## config.mk

```make
export PLATFORM = sky130hd
export DESIGN_NAME = wdt_reset_ctrl
export DESIGN_NICKNAME = d
export VERILOG_FILES = /design/src/rtl/wdt_reset_ctrl.sv
export SDC_FILE = /design/constraint.sdc
export NUM_CORES = 1
export LEC_CHECK = 0
export ABC_CLOCK_PERIOD_IN_PS = 2700
export CELL_PAD_IN_SITES_DETAIL_PLACEMENT = 2
export CELL_PAD_IN_SITES_GLOBAL_PLACEMENT = 2
export CORE_ASPECT_RATIO = 0.9
export CORE_MARGIN = 8
export CORE_UTILIZATION = 33
export CTS_BUF_LIST = sky130_fd_sc_hd__clkbuf_4
export CTS_CLUSTER_SIZE = 20
export DETAILED_ROUTE_END_ITERATION = 16
export PLACE_DENSITY_LB_ADDON = 0.1
export SETUP_SLACK_MARGIN = 0.3
export SYNTH_ARGS = -nofsm -noshare
export SYNTH_HDL_FRONTEND = slang
export SYNTH_SLANG_ARGS = --single-unit
export TNS_END_PERCENT = 100
```

## constraint.sdc

```tcl
create_clock -name clk -period 2.7 [get_ports clk]
set_input_delay 0.54 -clock clk [delete_from_list [all_inputs] [get_ports clk]]
set_output_delay 0.54 -clock clk [all_outputs]
set_load 0.02 [all_outputs]
```

## src/rtl/wdt_reset_ctrl.sv

```systemverilog
// Watchdog expiry response controller: warning interrupt with grace window, then a
// fixed-length system reset pulse, plus sticky reset-cause and saturating expiry count.
module wdt_reset_ctrl #(
  parameter int RST_PULSE_LEN = 16,
  parameter int GRACE_W       = 16
) (
  input  logic               clk,
  input  logic               reset,
  input  logic               enable,
  input  logic               timeout,
  input  logic               kick,
  input  logic               irq_ack,
  input  logic               clear_cause,
  input  logic [GRACE_W-1:0] grace_cycles,
  output logic               timer_start,
  output logic               wdt_irq,
  output logic               sys_reset_out,
  output logic               reset_cause,
  output logic [7:0]         expiry_count,
  output logic [2:0]         state
);

  typedef enum logic [2:0] {
    IDLE      = 3'd0,
    ARMED     = 3'd1,
    WARN      = 3'd2,
    RST_PULSE = 3'd3,
    HOLDOFF   = 3'd4
  } state_t;

  localparam logic [15:0]        PULSE_LOAD = 16'(RST_PULSE_LEN - 1);
  localparam logic [GRACE_W-1:0] GRACE_ONE  = GRACE_W'(1);

  state_t             cur_state;
  state_t             nxt_state;
  logic               timeout_q;
  logic               tmo_rise;
  logic [GRACE_W-1:0] grace_cnt;
  logic [GRACE_W-1:0] nxt_grace;
  logic [15:0]        pulse_cnt;
  logic [15:0]        nxt_pulse;
  logic               nxt_start;
  logic               nxt_irq;
  logic               pulse_entry;

  assign tmo_rise    = timeout & ~timeout_q;
  assign pulse_entry = (nxt_state == RST_PULSE) && (cur_state != RST_PULSE);
  assign state       = cur_state;

  // Next-state and next-output decode; registered outputs follow the state they enter.
  always_comb begin
    nxt_state = cur_state;
    nxt_start = 1'b0;
    nxt_irq   = wdt_irq;
    nxt_grace = grace_cnt;
    nxt_pulse = pulse_cnt;
    case (cur_state)
      IDLE: begin
        nxt_irq = 1'b0;
        if (enable) begin
          nxt_state = ARMED;
        end else begin
          nxt_start = 1'b1;
        end
      end
      ARMED: begin
        if (!enable) begin
          nxt_state = IDLE;
          nxt_start = 1'b1;
          nxt_irq   = 1'b0;
        end else if (kick) begin
          nxt_start = 1'b1;
        end else if (tmo_rise) begin
          nxt_start = 1'b1;
          if (grace_cycles != '0) begin
            nxt_state = WARN;
            nxt_irq   = 1'b1;
            nxt_grace = grace_cycles;
          end else begin
            nxt_state = RST_PULSE;
            nxt_pulse = PULSE_LOAD;
          end
        end else begin
          nxt_start = 1'b0;
        end
      end
      WARN: begin
        nxt_grace = grace_cnt - GRACE_ONE;
        if (!enable) begin
          nxt_state = IDLE;
          nxt_start = 1'b1;
          nxt_irq   = 1'b0;
        end else if (kick) begin
          nxt_state = ARMED;
          nxt_start = 1'b1;
          nxt_irq   = 1'b0;
        end else if (grace_cnt <= GRACE_ONE) begin
          // Grace window spent: WARN has lasted exactly grace_cycles cycles.
          nxt_state = RST_PULSE;
          nxt_start = 1'b1;
          nxt_irq   = 1'b0;
          nxt_pulse = PULSE_LOAD;
        end else if (irq_ack) begin
          nxt_irq = 1'b0;
        end else begin
          nxt_irq = wdt_irq;
        end
      end
      RST_PULSE: begin
        nxt_start = 1'b1;
        nxt_irq   = 1'b0;
        if (pulse_cnt == 16'd0) begin
          nxt_state = HOLDOFF;
        end else begin
          nxt_pulse = pulse_cnt - 16'd1;
        end
      end
      HOLDOFF: begin
        nxt_irq = 1'b0;
        if (enable) begin
          nxt_state = ARMED;
        end else begin
          nxt_state = IDLE;
          nxt_start = 1'b1;
        end
      end
      default: begin
        nxt_state = IDLE;
        nxt_start = 1'b1;
        nxt_irq   = 1'b0;
      end
    endcase
  end

  // State, counters, registered outputs and diagnostics.
  always_ff @(posedge clk) begin
    if (reset) begin
      cur_state     <= IDLE;
      timeout_q     <= 1'b0;
      grace_cnt     <= '0;
      pulse_cnt     <= 16'd0;
      timer_start   <= 1'b1;
      wdt_irq       <= 1'b0;
      sys_reset_out <= 1'b0;
      reset_cause   <= 1'b0;
      expiry_count  <= 8'd0;
    end else begin
      cur_state     <= nxt_state;
      timeout_q     <= timeout;
      grace_cnt     <= nxt_grace;
      pulse_cnt     <= nxt_pulse;
      timer_start   <= nxt_start;
      wdt_irq       <= nxt_irq;
      sys_reset_out <= (nxt_state == RST_PULSE);
      if (pulse_entry) begin
        reset_cause <= 1'b1;
      end else if (clear_cause) begin
        reset_cause <= 1'b0;
      end else begin
        reset_cause <= reset_cause;
      end
      if (pulse_entry && (expiry_count != 8'hFF)) begin
        expiry_count <= expiry_count + 8'd1;
      end else begin
        expiry_count <= expiry_count;
      end
    end
  end

endmodule
```

# Yosys cells after proc, flatten, opt, wreduce, memory -nomap -nowiden
# Index checks and enable logic that the tools add are counted.
classes:
  magnitude_cmp: 1
  div: 0
  shift: 0
  mul: 0
  n_reduce_logical: 12
  eq_ne: 20
  n_bitwise: 2
  mux: 44
  addsub: 3
ops:
  columns: ["cell", "n"]
  rows:
  - ["16-bit two-way mux", 12]
  - ["16-bit case mux with 3 select lines", 1]
  - ["16-bit case mux with 2 select lines", 1]
  - ["16-bit by 1-bit subtractor with 16-bit output (second input constant)", 2]
  - ["3-bit two-way mux", 8]
  - ["1-bit two-way mux", 19]
  - ["2-bit inequality test (second input constant)", 9]
  - ["16-bit by 1-bit <= comparator with 1-bit output (second input constant)", 1]
  - ["16-bit logical NOT", 1]
  - ["16-bit nonzero test", 1]
  - ["3-bit case mux with 5 select lines", 1]
  - ["3-bit by 2-bit == test with 1-bit output (second input constant)", 3]
  - ["3-bit inequality test (second input constant)", 3]
  - ["9-bit AND reduction", 1]
  - ["8-bit by 1-bit adder with 8-bit output (second input constant)", 1]
  - ["8-bit inequality test (second input constant)", 1]
  - ["5-bit inequality test (second input constant)", 1]
  - ["5-bit AND reduction", 1]
  - ["4-bit AND reduction", 1]
  - ["2-bit nonzero test", 2]
  - ["3-bit by 1-bit == test with 1-bit output (second input constant)", 1]
  - ["3-bit == test (second input constant)", 1]
  - ["3-bit logical NOT", 1]
  - ["3-bit by 2-bit inequality test with 1-bit output (second input constant)", 1]
  - ["other kinds (7)", 8]
word_totals:
  in_bits: 23
  reg_bits: 48
  out_inout_bits: 15
  word_cells: 91
  memories: 0
  latch_bits: 0
  mem_bits_ro: 0
  mem_bits_rw: 0

# Logic depth before layout (Yosys ltp)
# Gate-level depths: netlist of run 1.
logic_depth:
  depth_word: 9
  depth_mapped: 10
  depth_no_buf: 8

# Worst setup path before layout of run 1
# Ideal clock, no wire load.
synth_path:
  path_type: "register to register"
  startpoint: "register grace_cnt[0]"
  endpoint: "register grace_cnt[14]"
  arrival_ns: 2.204
  path_stages_with_launch: 9
  setup_slack_ns: 0.426
  period_less_slack_ns: 2.274
  cell_sequence: "dfxtp_1 > inv_1 > ha_1 > or3b_2 > or3_1 > or3_4 > o41ai_2 > nand2_1 > a21oi_1"
synth_between:
  elab_chain_cells: 2
synth_lines:
  columns: ["item", "line", "source"]
  rows:
  - ["start, declared", "38", "logic [GRACE_W-1:0] grace_cnt;"]
  - ["start signal, assigned", "150", "grace_cnt <= nxt_grace;"]
  - ["16-bit by 1-bit subtractor with 16-bit output", "88", "nxt_grace = grace_cnt - GRACE_ONE;"]
  - ["16-bit case mux with 2 select lines", "57", "case (cur_state)"]
# Every way passes these cells.
# A chain may end at the register's enable or synchronous reset.

# Worst setup path in the final report of run 1
layout_path:
  startpoint: "register grace_cnt[4]"
  endpoint: "register expiry_count[5]"
layout_between:
  elab_chain_cells: 8
layout_lines:
  columns: ["item", "line", "source"]
  rows:
  - ["16-bit by 1-bit <= comparator with 1-bit output", "97", "end else if (grace_cnt <= GRACE_ONE) begin"]
  - ["3-bit two-way mux", "97", null]
  - ["3-bit two-way mux", "93", "end else if (kick) begin"]
  - ["3-bit two-way mux", "89", "if (!enable) begin"]
  - ["3-bit case mux with 5 select lines", "57", null]
  - ["3-bit by 2-bit == test with 1-bit output", "47", "assign pulse_entry = (nxt_state == RST_PULSE) && (cur_state != RST_PULSE);"]
  - ["1-bit logical AND", "47", null]
  - ["1-bit logical AND", "162", "if (pulse_entry && (expiry_count != 8'hFF)) begin"]
  - ["end signal, assigned", "163", "expiry_count <= expiry_count + 8'd1;"]
  - ["end signal, assigned", "165", "expiry_count <= expiry_count;"]
  - ["end, declared", "19", "output logic [7:0] expiry_count,"]
# Every way passes these cells.

==> metrics, run 1 <==
row count=31; Final GP Congestion=0.798; H-tree depth=2; Leak=1.50 nW; maximum fanout along the worst path=8; HPWL Detailed=7.13 mm; Yosys reg bits=48; largest net degree at the start of global routing=33; Setup WS pre-CTS=-0.297 ns; DR pass1 iterations=4; CP max-delay cell=or4_4; drc violations=0; transition time of the tightest slew-check pin=0.608 ns; gr ovfl total=0; commonest non-fill, non-tap cell in the layout=buf_4; worst hold path type=reg -> reg; global-route wire length before repair=17.0 mm; I/O pin count=38; antenna diode count=0; Routed Antenna Nets=0; pwr/cell area=413 mW/mm²; Main synth FF type=dfxtp_1; Clk Latency, worst-skew pair=0.39 ns; fraction of registers with async set/reset=0%; Hold Vio Cnt, Final=0; final core occ=46.4%; CTS root buf=clkbuf_4; Max-slew headroom=58.4%; Avg WL per Cell=19.7 µm; register area share after synthesis=35.5%; clock slew at reported path FFs=0.16 ns; synth warn=0; TritonCTS clock tree=yes; syn avg cell area=7.79 µm²; fin crit share=87.7%; Total Nets Final=452; max_cap viols=0; Detailed Route Iter0 Violations=71; DIE AREA=0.0114 mm²; cell mode on critical path=or4_4; clock tree buffer depth=2; CP Capture Type=register; Peak VDD IR=0.225 mV; Clock Sinks=48; gr usage total=18.2%; Vias/cell=5.70; Fmax=423 MHz; synthesized area=0.00271 mm²; max-slew violations=0; Worst Skew=0.0247 ns; CP arrival=2.67 ns; Layout area overhead=37.6%; final number of setup-violating endpoints=0; TritonCTS Buffers=5; critical path data required time=3.01 ns; crit start category=register; Netlist cell types=53; Starting Density=33.8%; Hold Buf Count CTS=0; status=finished, final reports clean; worst path cell trace=or4_4 -> nor4_4 -> a31o_2 -> nand3_4 -> or4_4 -> a21oi_2; share of cells above drive strength 1=20.7%; Mapped Nets=375; Filler cells=919; die height=102 µm; area of the core=0.00803 mm²; unrepaired setup endpoints after global routing=true; number of global-route vias before repair=3,343; crit-path leading delay family=simple AND/OR/NAND/NOR gates; final worst slack=0.333 ns; IO buf count=37; CP Buf/Inv Count=0; Final min period=2.37 ns; most frequent cells in the layout=buf_4, dfxtp_1, nand2_1; Post-Route WL=10.3 mm; Worst Setup Path Type=reg -> reg; maximum single-stage delay on the critical path=0.59 ns; Post-synth EDFFs=0; Die X=112 µm; initial antenna violation count=0; routed vias=2,995; Synth Instances=348
[logic make-up (layout without fill, tap and decap cells)]
| family | count (synthesis) | count (layout) | share of synthesized area, % |
|---|---|---|---|
| mux | 3 | 3 | 1.11 |
| buf+inv | 25 | 102 | 3.79 |
| fa+ha+maj | 4 | 4 | 1.85 |
| flops | 48 | 48 | 35.5 |
| compound gates | 104 | 104 | 24.5 |
| simple gates | 162 | 163 | 32.7 |
| xor+xnor | 2 | 2 | 0.646 |
[power breakdown]
part	switching, mW	total [mW]	internal, mW
clock network	0.263	0.362	0.0986
registers	0.0252	0.758	0.733
logic	0.229	0.420	0.191
[registers in the layout, indices dropped and copies added, names as in the netlist]
signal	count
expiry_count	8
grace_cnt	16
pulse_cnt	16
reset_cause	1
state	3
sys_reset_out	1
timeout_q	1
timer_start	1
wdt_irq	1
[routing by layer]
| layer | routed length [µm] | global-route usage, % | vias up |
|---|---|---|---|
| met5 | 0 | 0 | - |
| met4 | 85 | 4.51 | 0 |
| met3 | 247 | 3.19 | 7 |
| met2 | 5140 | 32.3 | 33 |
| met1 | 4860 | 22.5 | 1515 |
| li1 | - | - | 1440 |
[path summary, 6_finish.rpt]
| check | start | endpoint | slack, ns | cells past startpoint |
|---|---|---|---|---|
| setup / recovery | grace_cnt[4]$_SDFFE_PP0P_ | expiry_count[5]$_SDFFE_PP0P_ | 0.33 | 6 |
| hold / removal | grace_cnt[7]$_SDFFE_PP0P_ | grace_cnt[7]$_SDFFE_PP0P_ | 0.47 | 2 |
| setup reg to reg | grace_cnt[4]$_SDFFE_PP0P_ | expiry_count[5]$_SDFFE_PP0P_ | 0.33 | 6 |
| hold reg to reg | grace_cnt[7]$_SDFFE_PP0P_ | grace_cnt[7]$_SDFFE_PP0P_ | 0.47 | 2 |
[timing repair]
action | CTS | global route
endpoints found under the setup margin | 18 | 28
resized for setup | 13 | 28
cloned | 0 | 1
pin swaps | 7 | 11
endpoints found under the hold margin | 0 | 0
setup buffers | 5 | 2
[synthesized netlist by cell type, types with 2 or more instances]
master     count  area (µm²)
dfxtp_1       48         961
nand2_1       38         143
nor2_1        33         124
a21oi_1       31         155
o21ai_0       21         105
clkbuf_1      14        52.6
nor3_1        14        70.1
o31ai_1       12        90.1
or4_1         12        90.1
or3_1         11        68.8
nor4_1        10        62.6
nor2b_1        9        56.3
inv_1          8        30.0
nand2b_1       8        50.1
o21ai_1        7        35.0
a22oi_1        6        45.0
a2bb2oi_1      5        43.8
nand3_1        5        25.0
ha_1           4        50.1
nand4_1        4        25.0
nor3b_1        4        30.0
a21o_1         3        22.5
and2_1         3        18.8
mux2i_1        3        30.0
a311oi_1       2        17.5
a31o_2         2        17.5
a31oi_1        2        12.5
nand3_4        2        35.0
or2_2          2        12.5
xor2_1         2        17.5
[area by class of cell]
| cell class | instances | area [µm²] | area share [%] |
|---|---|---|---|
| Multi-Input combinational cell | 276 | 1770 | 47.4 |
| Sequential cell | 48 | 965 | 25.9 |
| Timing Repair Buffer | 86 | 785 | 21.0 |
| Tap cell | 99 | 124 | 3.32 |
| Clock buffer | 5 | 37.5 | 1.01 |
| Inverter | 8 | 30.0 | 0.805 |
| Clock inverter | 3 | 18.8 | 0.503 |
[stage by stage]
stage	std cells	hold WS, ns	setup TNS, ns	cell area, µm²	power [mW]
4_1_cts	522	0.477	0	3610	1.53
3_5_place_dp	509	0.457	-3.80	3460	1.14
5_1_grt	525	0.503	0	3730	1.61
2_1_floorplan	348	0.436	0	2710	0.975
6_report	525	0.473	0	3730	1.54
3_3_place_gp	509	0.447	-1.76	3460	1.13
[worst register-to-register path, stage by stage (launching register included)]
cell,delay [ns]
dfxtp_1,0.35
or4_4,0.59
nor4_4,0.28
a31o_2,0.31
nand3_4,0.13
or4_4,0.50
a21oi_2,0.14
No activity file was read; power rests on OpenSTA's default activity.
==> inputs of run 2 (changes only) <==
Settings changed: CORE_ASPECT_RATIO 0.9 to default.
==> run 2 against run 1 <==
Against the previous run:
- wire length fell by 6.0%
- via count is 2.8% lower
- combinational power barely moved
- die area barely moved
- non-clock buffer count shrank 5
- cell area increased by 0.17%
- critical path type is now in -> reg
- highest routed layer unchanged
==> metrics, run 2 (synthesis results as in run 1) <==
pwr/cell area=431 mW/mm²; Clk Latency, worst-skew pair=0.37 ns; Die X=107 µm; clock slew at reported path FFs=0.16 ns; die height=107 µm; Detailed Route Iter0 Violations=88; Setup WS pre-CTS=-0.361 ns; Seq pwr share=47.1%; routed vias=2,911; number of global-route vias before repair=3,170; Post-Route WL=9.71 mm; placed cell areas=0.00343 mm²; Worst Skew=0.0159 ns; critical path data required time=3.00 ns; max-slew violations=0; length in cells of the worst reg-to-reg path=8; gr usage total=16.7%; Comb power frac=26.0%; Reg2Reg Setup Slack=0.38 ns; Max-slew headroom=57.9%; DR pass1 iterations=4; Layout area overhead=37.8%; most frequent cells in the layout=dfxtp_1, buf_4, nand2_1; commonest non-fill, non-tap cell in the layout=dfxtp_1; worst hold path type=reg -> reg; crit start category=input pin; Hold Vio Cnt, Final=0; largest net degree at the start of global routing=33; Setup crit end=expiry_count[4]$_SDFFE_PP0P_; r2r endpoint=grace_cnt[14]$_SDFFE_PP0P_; transition time of the tightest slew-check pin=0.616 ns; DIE AREA=0.0114 mm²; Sw Pwr=495 µW; finished layout cell area=0.00373 mm²; Worst Setup Path Type=in -> reg; Avg WL per Cell=18.5 µm; CP Capture Type=register; share of cells above drive strength 1=19.0%; multi-input combinational cell area=0.00179 mm²; initial antenna violation count=0; CTS root buf=clkbuf_4; area of the core=0.00809 mm²; Storage cell area=962 µm²; Starting Density=33.5%; clock group share of total power=26.9%; CP arrival=2.64 ns; Leak=1.46 nW; Final Non-Filler Cells=526; Final min period=2.34 ns; unrepaired setup endpoints after global routing=false; final number of setup-violating endpoints=0; clock tree buffer depth=2; I/O pin count=38; crit path from=grace_cycles[12]; HPWL Detailed=6.82 mm; H-tree depth=2; maximum fanout along the worst path=5; IO buf count=37; Fmax=428 MHz; Filler cells=943; row count=33; Largest regs=grace_cnt x16, pulse_cnt x16, expiry_count x8; Peak VDD IR=0.200 mV; antenna diode count=0; drc violations=0; final core occ=46.2%; Final GP Congestion=0.780; Clock Sinks=48; TritonCTS clock tree=yes; placed insts=509; final worst slack=0.361 ns; Hold Buf Count CTS=0; worst r2r src=grace_cnt[0]$_SDFFE_PP0P_; global-route wire length before repair=15.8 mm; status=finished, final reports clean; Routed Antenna Nets=0; Total Nets Final=447; max_cap viols=0; switch share=30.7%; gr ovfl total=0; TritonCTS Buffers=5; Vias/cell=5.53; Int Pwr=1.12 mW; fin crit share=86.6%
[run 2: worst min-delay path by stage]
| stage | startpoint | cells after the start | end |
|---|---|---|---|
| 2_1_floorplan | grace_cnt[7]$_SDFFE_PP0P_ | 2 | grace_cnt[7]$_SDFFE_PP0P_ |
| 3_3_place_gp | pulse_cnt[10]$_SDFFE_PP0P_ | 2 | pulse_cnt[10]$_SDFFE_PP0P_ |
| 3_5_place_dp | grace_cnt[7]$_SDFFE_PP0P_ | 2 | grace_cnt[7]$_SDFFE_PP0P_ |
| 4_1_cts | grace_cnt[7]$_SDFFE_PP0P_ | 2 | grace_cnt[7]$_SDFFE_PP0P_ |
| 5_1_grt | pulse_cnt[10]$_SDFFE_PP0P_ | 2 | pulse_cnt[10]$_SDFFE_PP0P_ |
| 6_report | pulse_cnt[10]$_SDFFE_PP0P_ | 2 | pulse_cnt[10]$_SDFFE_PP0P_ |
[run 2: layer usage]
metal	part of all wire, %	up-vias	GRT usage [%]	wire length, µm
met5	0	-	0	0
met4	0.32	0	3.02	31
met3	3.1	2	2.88	304
met2	48	37	28.2	4690
met1	48	1437	22.0	4680
li1	-	1435	-	-
[run 2: layout make-up]
type,instances,share of cell area (%)
Timing Repair Buffer,81,20.0
Multi-Input combinational cell,276,47.9
Tap cell,105,3.52
Clock inverter,3,1.01
Sequential cell,48,25.8
Clock buffer,5,1.01
Inverter,8,0.804
[run 2: power groups by stage]
stage	registers [mW]	clock network [mW]	logic [mW]
2_1_floorplan	0.769	0	0.206
5_1_grt	0.762	0.484	0.457
3_5_place_dp	0.771	0	0.362
3_3_place_gp	0.770	0	0.351
6_report	0.758	0.433	0.419
4_1_cts	0.757	0.452	0.392
[run 2: timing repair]
item,CTS,global route
setup buffers,4,4
cloned,1,0
resized for setup,18,21
setup endpoints to repair,21,18
pin swaps,10,10
[run 2: per-stage QoR]
step / total power, mW / TNS (ns) / hold slack [ns]
2_1_floorplan: 0.975 / 0 / 0.436
3_3_place_gp: 1.12 / -5.76 / 0.448
3_5_place_dp: 1.13 / -5.99 / 0.458
4_1_cts: 1.60 / 0 / 0.486
5_1_grt: 1.70 / 0 / 0.513
6_report: 1.61 / 0 / 0.486
[run 2: critical path: stages]
cell	delay, ns
clkdlybuf4s50_1	0.49
nor4_4	0.20
nand4_1	0.24
a21oi_4	0.31
buf_6	0.15
nand3_4	0.08
buf_12	0.14
or3_4	0.36
a21oi_2	0.12
